`src/rtl/waveform_stream_loader.sv`:
```
// Load-port initiator for waveform_stream: requests the store, then streams exactly wf_len
// upstream samples through a registered 2-entry skid buffer with tlast on the final beat.
module waveform_stream_loader #(
    parameter int DATA_WIDTH  = 32,
    parameter int LEN_WIDTH   = 16,
    parameter int REQ_TIMEOUT = 1024
) (
    input  logic                    CLOCK,
    input  logic                    RESET,
    input  logic                    start,
    input  logic [LEN_WIDTH-1:0]    wf_len,
    input  logic [95:0]             wf_param_hi,
    output logic [127:0]            waveform_parameters,
    output logic                    init_wf_write,
    input  logic                    wf_write_ready,
    input  logic [DATA_WIDTH-1:0]   src_tdata,
    input  logic                    src_tvalid,
    output logic                    src_tready,
    output logic [DATA_WIDTH-1:0]   wfin_axis_tdata,
    output logic                    wfin_axis_tvalid,
    output logic                    wfin_axis_tlast,
    output logic [DATA_WIDTH/8-1:0] wfin_axis_tkeep,
    input  logic                    wfin_axis_tready,
    output logic                    busy,
    output logic                    done,
    output logic                    error
);

    localparam logic [1:0] S_IDLE   = 2'd0;
    localparam logic [1:0] S_REQ    = 2'd1;
    localparam logic [1:0] S_STREAM = 2'd2;
    localparam logic [1:0] S_DONE   = 2'd3;

    localparam int TO_W = (REQ_TIMEOUT > 1) ? $clog2(REQ_TIMEOUT) : 1;
    localparam logic [TO_W-1:0] TO_LAST = (REQ_TIMEOUT > 1) ? TO_W'(REQ_TIMEOUT - 1) : '0;

    logic [1:0]            r_state;
    logic [LEN_WIDTH-1:0]  r_len;
    logic [LEN_WIDTH-1:0]  r_src_cnt;
    logic [95:0]           r_param_hi;
    logic [TO_W-1:0]       r_to_cnt;
    logic                  r_error;
    logic [DATA_WIDTH-1:0] r_out_data;
    logic                  r_out_valid;
    logic                  r_out_last;
    logic [DATA_WIDTH-1:0] r_skid_data;
    logic                  r_skid_valid;
    logic                  r_skid_last;

    logic w_src_ready;
    logic w_src_fire;
    logic w_src_last;
    logic w_out_fire;
    logic w_final;
    logic w_timeout;
    logic [31:0] w_len_ext;

    // Source side only looks at registered state, so wfin_axis_tready never reaches src_tready.
    assign w_src_ready = (r_state == S_STREAM) && !r_skid_valid && (r_src_cnt < r_len);
    assign w_src_fire  = src_tvalid && w_src_ready;
    assign w_src_last  = (r_src_cnt == (r_len - LEN_WIDTH'(1)));
    assign w_out_fire  = r_out_valid && wfin_axis_tready;
    assign w_final     = w_out_fire && r_out_last;
    assign w_timeout   = (REQ_TIMEOUT != 0) && (r_to_cnt == TO_LAST);
    assign w_len_ext   = 32'(r_len);

    always_ff @(posedge CLOCK) begin
        if (RESET) begin
            r_state      <= S_IDLE;
            r_len        <= '0;
            r_src_cnt    <= '0;
            r_param_hi   <= '0;
            r_to_cnt     <= '0;
            r_error      <= 1'b0;
            r_out_data   <= '0;
            r_out_valid  <= 1'b0;
            r_out_last   <= 1'b0;
            r_skid_data  <= '0;
            r_skid_valid <= 1'b0;
            r_skid_last  <= 1'b0;
        end else begin
            r_error <= 1'b0;
            case (r_state)
                S_IDLE: begin
                    if (start) begin
                        if (wf_len == '0) begin
                            r_error <= 1'b1;
                        end else begin
                            r_state    <= S_REQ;
                            r_len      <= wf_len;
                            r_param_hi <= wf_param_hi;
                            r_to_cnt   <= '0;
                            r_src_cnt  <= '0;
                        end
                    end
                end
                S_REQ: begin
                    if (wf_write_ready) begin
                        r_state <= S_STREAM;
                    end else if (w_timeout) begin
                        r_state    <= S_IDLE;
                        r_error    <= 1'b1;
                        r_len      <= '0;
                        r_param_hi <= '0;
                    end else begin
                        r_to_cnt <= r_to_cnt + TO_W'(1);
                    end
                end
                S_STREAM: begin
                    if (w_final) begin
                        r_state <= S_DONE;
                    end
                end
                default: begin
                    r_state <= S_IDLE;
                end
            endcase

            if (w_src_fire) begin
                r_src_cnt <= r_src_cnt + LEN_WIDTH'(1);
            end

            // Output register refills from the skid entry first; a stalled output parks the new beat.
            if (w_out_fire || !r_out_valid) begin
                if (r_skid_valid) begin
                    r_out_data   <= r_skid_data;
                    r_out_last   <= r_skid_last;
                    r_out_valid  <= 1'b1;
                    r_skid_valid <= 1'b0;
                end else begin
                    r_out_valid <= w_src_fire;
                    r_out_last  <= w_src_fire && w_src_last;
                    if (w_src_fire) begin
                        r_out_data <= src_tdata;
                    end
                end
            end else if (w_src_fire) begin
                r_skid_data  <= src_tdata;
                r_skid_last  <= w_src_last;
                r_skid_valid <= 1'b1;
            end
        end
    end

    assign waveform_parameters = {r_param_hi, w_len_ext};
    assign init_wf_write       = (r_state == S_REQ);
    assign src_tready          = w_src_ready;
    assign wfin_axis_tdata     = r_out_data;
    assign wfin_axis_tvalid    = r_out_valid;
    assign wfin_axis_tlast     = r_out_last;
    assign wfin_axis_tkeep     = {(DATA_WIDTH/8){r_out_valid}};
    assign busy                = (r_state != S_IDLE);
    assign done                = (r_state == S_DONE);
    assign error               = r_error;

endmodule

```
`config.mk`:
```
export PLATFORM = sky130hd
export DESIGN_NAME = waveform_stream_loader
export DESIGN_NICKNAME = d
export VERILOG_FILES = /design/src/rtl/waveform_stream_loader.sv
export SDC_FILE = /design/constraint.sdc
export NUM_CORES = 1
export LEC_CHECK = 0
export CORE_MARGIN = 4
export CORE_UTILIZATION = 36
export CTS_CLUSTER_DIAMETER = 30
export CTS_CLUSTER_SIZE = 12
export DETAILED_ROUTE_END_ITERATION = 10
export GPL_ROUTABILITY_DRIVEN = 0
export PLACE_DENSITY_LB_ADDON = 0.08
export SYNTH_ARGS = -nofsm -noshare
export SYNTH_HDL_FRONTEND = slang
export SYNTH_SLANG_ARGS = --single-unit
```
`constraint.sdc`:
```
create_clock -name CLOCK -period 3.43 [get_ports CLOCK]
set_input_delay 1.029 -clock CLOCK [delete_from_list [all_inputs] [get_ports CLOCK]]
set_output_delay 1.029 -clock CLOCK [all_outputs]
set_load 0.005 [all_outputs]
```
==> results.md, run 1 <==
- Top-count cell post-synth: dfxtp_1
- Crit path largest cell delay: 0.38 ns
- FF/Latch Area: 4190 sq um
- Critical path type: register to primary output
- Crit path cell chain: inv_2, ha_4, nand4_1, or3_4, a2111o_1, and3_4, buf_6
- Fmax: slightly below 300 MHz
- Area Growth Syn to Fin: 58.8%
- # hold bufs at CTS: 0
- Initial Util: 37.0%
- Synth area leaders: dfxtp_1 (46%), a22oi_1 (9.3%), nor2_1 (5.8%)
- Mapped Cells: a little over 1,000
- Yosys top cell area share: approximately 46%
- Dpl hpwl: around 20,000 um
- Cell Area, Synth: 9070 sq um
- Count of final setup violators: 0
- GRT Util Overall: roughly a fifth
- Final Hold Viols: 0
- Placed cells: 1,604
- Fin. max-slew vios: 0
- Crit-path slowest cell: or3_4
- Leakage Power: 0.00525 uW
- Fillers: between 2,000 and 2,500
- Synth cell types: 55
- Area after DPL: 12,600 sq um
- Die X: ~170 um
- H-tree Lvls: 2
- Top cell type by total area after synthesis: dfxtp_1
- Synth warn: 0
- Unrepaired setup endpoints after global routing: yes
- Post-synthesis async set-or-reset flop share: 0%
- Final period util: just under 100%
- Initial antenna violation count: 2
- First-pass GRT wire length: 47,400 um
- Final ANT Viol Nets: 0
- Area of the multi-input gates: around 4400 sq um
- Req. time, crit path: between 2 and 2.5 ns
- Via density: 5.08
- Post-synthesis register bit count: about 210
- # rows: between 50 and 60
- Routed wire length: around 29,000 um
- Die area: between 20,000 and 30,000 sq um
- Worst Setup End Kind: primary output
- Hold_sp: r_skid_data[29]
- Pin count of the biggest net entering global routing: 115
- Crit-path max FO: 3
- Vias in the first global route: a little under 9,000
- Syn_area_per_cell: 8.94 sq um
- Setup Skew: roughly 0.028 ns
- Overflow after GRT: 0
- Detailed-route via count: 8,649
- Status: finished clean
- Top cells by instance count after synthesis: dfxtp_1 (209), nor2_1 (140), a22oi_1 (112), a21oi_1 (85), clkbuf_1 (68)
- Synth Flop Type: dfxtp_1
- Hold crit path type: register to register
- Cts bufs inserted: between 50 and 60
- PD cells: between 500 and 600 nW/um^2
- Setup crit start kind: register
- R2R Path Start: r_len[15]
- Post-Layout Cell Count: around 1,700
- EDFF count, synth: 0
- Router iterations before antenna repair: 4
- Drt drc: 0
- Clk_lat worst skew: 0.55 ns
- Max cap viols: 0
- Overall Power: between 8000 and 9000 uW
- # clock sinks: 209
- I/O pin count: ~320
- DR WL/cell: 17.3 um
- Worst-path clk slew: ~0.040 ns
- Slew margin rel.: a little over a third
- Initial detailed-routing violation count: 463
- CTS root buf: clkbuf_16
- Worst-Margin Slew: a little under 1 ns
- CP Launch Point: r_len[15]
- Nets: around 1,500
- Final worst path period need: 3.37 ns
- Post-route cell area: between 10,000 and 15,000 sq um
- Clock Tree Buf Depth: 3
- Arr. time, crit path: 2.34 ns
- Seq/Total Area, Yosys: between 40 and 50%
- VDD IR max: between 300 and 400 uV
- Die H: 167 um
- Core Region: between 20,000 and 25,000 sq um
- CP top delay family: simple AND/OR/NAND/NOR gates
- Share of post-route cells with drive strength above 1: a little over an eighth
- CTS tree: yes
- Worst path bufs/invs: 2
- Count of input and output buffers: around 300
[worst paths after layout]
kind | depth (start not counted) | to | slack, ns
worst min register to register | 2 | r_skid_data[29] | 0.47
worst min-delay path | 2 | r_skid_data[29] | 0.47
worst max-delay path | 7 | src_tready | 0.06
worst max register to register | 10 | wfin_axis_tdata[0] | 0.50
[where the power goes]
part / internal [uW] / leakage (uW) / total [uW] / switching (uW)
registers: 2540 / 0.00170 / 2600 / 59.2
clock network: 3380 / 0.000881 / 4830 / 1450
logic: 549 / 0.00266 / 989 / 439
[registers in the layout, indices dropped and copies added, names as in the netlist, 2 cells and up]
register,count
r_param_hi,96
r_skid_data,32
wfin_axis_tdata,32
r_len,16
r_src_cnt,16
r_to_cnt,10
r_state,2
[logic make-up after synthesis]
kind of cell | share of synthesized area [%]
AO/OA/AOI/OAI | 23.2
XOR/XNOR | 2.61
adder cells (fa/ha/maj) | 2.62
buffers and inverters | 6.28
flip-flops | 46.1
multiplexers | 3.75
other | 0.0413
AND/OR/NAND/NOR | 15.4
[routing by layer]
metal	GRT usage, %	routed length (um)	up-vias
met5	0	12	-
met1	24.4	12200	4048
met4	6.40	639	2
met2	33.6	13800	280
li1	-	-	4271
met3	8.25	2690	48
[cell type report]
class                      instances  share of cell area, %
timing repair buffer             353                   24.3
multi-input combinational        699                   30.8
tap                              324                   2.81
clock buffer                      76                   10.7
antenna                            1                 0.0174
clock inverter                    20                   1.70
inverter                          20                  0.521
sequential                       209                   29.1
[cell usage in the layout, fill, tap and decap left out, drive strengths merged, types with 3 or more instances in the layout]
master / n
nand3: 25
nor4: 11
xor2: 6
inv: 20
nand2b: 5
conb: 16
a22oi: 112
clkdlybuf4s50: 302
or3: 13
dfxtp: 209
and3: 8
xnor2: 21
nor2b: 9
ha: 19
and2: 3
clkbuf: 76
nor3: 7
o211ai: 6
bufinv: 4
clkinv: 14
nor2: 140
a211oi: 32
nor3b: 3
a31oi: 8
mux2i: 34
and4: 3
o21ai: 39
nand2: 57
buf: 51
a21oi: 85
nand4: 11
[worst min-delay path, stage by stage, from the launching register on]
cell and delay (ns):
dfxtp_1 0.30, o21ai_0 0.07, a21oi_1 0.06
[what timing repair did]
item | 4_1_cts | 5_1_grt
setup buffers | 1 | 0
pin swaps | 3 | 1
endpoints found under the setup margin | 1 | 1
gates resized for setup | 9 | 10
[stage by stage]
step | util (%) | setup TNS (ns) | setup WS, ns | hold WS (ns)
final | 58.7 | 0 | 0.0624 | 0.470
after global routing | 58.7 | -0.0443 | -0.0443 | 0.489
after CTS | 58.6 | 0 | 0.0546 | 0.470
after detailed placement | 51.2 | 0 | 0.0749 | 0.464
after global placement | 51.2 | 0 | 0.119 | 0.457
after floorplan | - | 0 | 0.515 | 0.449
(Power assumes the default switching activity.)
==> run 2, diff against run 1 <==
clock period = 4.2 ns   (was 3.43 ns; I/O delays follow)
==> run 2 against run 1 <==
Register-to-register slack improved by 0.73 ns; final area decreased by 3.4%; critical path depth did not move; worst setup slack gained 0.061 ns; clock power down 24%; first-iteration DRC count grew 6.3%; cell count down 2.6%.
==> results.md, run 2 (synthesized netlist as in run 1, its figures left out) <==
- Status: finished clean
- Routed wire length: 28,600 um
- Worst Setup End Kind: primary output
- Arr. time, crit path: ~2.8 ns
- Largest register by flop count: r_param_hi
- NetSw: about 1500 uW
- Die X: about 170 um
- Clk_lat worst skew: around 0.52 ns
- Vias in the first global route: 8,430
- Fillers: about 2,200
- Pint: around 5100 uW
- Final period util: a little over nine tenths
- Final ANT Viol Nets: 0
- Commonest cells after routing, fill and taps aside: clkdlybuf4s50_1 (303), dfxtp_1 (199), nor2_1 (139)
- # clock sinks: about 210
- Unrepaired setup endpoints after global routing: no
- Post-Layout Cell Count: about 1,700
- Initial Util: a little under two fifths
- Die area: roughly 28,000 sq um
- CTS tree: yes
- Clock Tree Buf Depth: 3
- Initial antenna violation count: 1
- CTS root buf: clkbuf_16
- Via density: between 5 and 6
- Post-route cell area: roughly 14,000 sq um
- Setup crit start kind: register
- Nets: approximately 1,500
- Final Hold Viols: 0
- Req. time, crit path: slightly below 3 ns
- FF/Latch Area: roughly 4200 sq um
- Detailed-route via count: 8,519
- First-pass GRT wire length: approximately 46,000 um
- Initial detailed-routing violation count: 492
- Share of post-route cells with drive strength above 1: 10.5%
- Area Growth Syn to Fin: 53.3%
- Max cap viols: 0
- Placed cells: around 1,600
- Hold crit path type: register to register
- N_diodes: 0
- Core Region: ~25,000 sq um
- Final TNS setup: 0 ns
- # rows: 57
- Fin. max-slew vios: 0
- Slew margin rel.: 47.4%
- Worst-Margin Slew: slightly below 0.8 ns
- GRT Util Overall: between 10% and 20%
- Number of flip-flops in the largest register: 96
- Critical path type: register to primary output
- Comb power frac: between 10% and 20%
- Area after DPL: 12,300 sq um
- Area of the multi-input gates: ~4400 sq um
- Most common cell after layout, fill and taps aside: clkdlybuf4s50_1
- Count of final setup violators: 0
- Final core utilization: 56.7%
- H-tree Lvls: 2
- Dpl hpwl: roughly 19,000 um
- DR WL/cell: 17.3 um
- PD cells: 472 nW/um^2
- Setup Skew: about 0.016 ns
- I/O pin count: ~320
- Worst-path clk slew: about 0.040 ns
- # hold bufs at CTS: 0
- VDD IR max: a little over 600 uV
- Crit-path max FO: 8
- Leakage Power: approximately 0.005 uW
- Count of input and output buffers: 304
- Cts bufs inserted: 47
- Switching share of power: a little under a quarter
- Drt drc: 0
- Fmax: ~250 MHz
- Router iterations before antenna repair: 5
- Overall Power: 6570 uW
- Flop pwr share: 32.6%
- Final worst path period need: a little over 4 ns
- Die H: 167 um
- Overflow after GRT: 0
- Pin count of the biggest net entering global routing: 97
- Clock share of power: a little under three fifths
==> run 2: area by class of cell <==
cell class                 count  area share, %
inverter                      20          0.540
multi-input combinational    699           31.7
clock inverter                18           1.91
timing repair buffer         321           23.1
tap                          324           2.91
clock buffer                  67           9.64
sequential                   209           30.2
==> run 2: power by group through the flow <==
stage,clock network (uW),registers (uW),logic (uW)
after floorplan,0,2170,342
after global placement,0,2170,747
after detailed placement,0,2170,747
after CTS,3750,2140,755
after global routing,3880,2150,821
final,3680,2140,753
==> run 2: worst max-delay path, cell delays in order, from the launching register on <==
cell	delay, ns
dfxtp_4	0.38
inv_1	0.05
ha_1	0.29
nand4_1	0.15
or3_4	0.36
a2111o_1	0.43
and3_4	0.20
clkdlybuf4s50_1	0.44
==> run 2: path summary, 6_finish.rpt <==
path | slack, ns | end | depth (start not counted) | startpoint
worst max register to register | 1.23 | r_src_cnt[6] | 10 | r_len[1]
worst min-delay path | 0.47 | r_skid_data[29] | 2 | r_skid_data[29]
worst max-delay path | 0.12 | src_tready | 7 | r_len[13]
worst min register to register | 0.47 | r_skid_data[29] | 2 | r_skid_data[29]
==> run 2: timing repair <==
action                     in CTS  in global routing
setup buffers                   1                  1
pin swaps                       2                  3
setup endpoints to repair       1                  1
gates resized for setup         3                 12
==> run 2: layer usage <==
layer	track usage (%)	up-vias	wire (um)	part of all wire [%]
li1	-	4192	-	-
met1	24.5	3996	12100	42
met2	31.6	278	13400	47
met3	7.51	51	2530	8.8
met4	6.05	2	631	2.2
met5	0	-	15	0.052
==> run 2: through the flow <==
stage                     hold slack (ns)  setup slack (ns)
after floorplan                     0.449              1.05
after global placement              0.456             0.453
after detailed placement            0.466             0.411
after CTS                           0.472            0.0761
after global routing                0.489            0.0382
final                               0.468             0.124
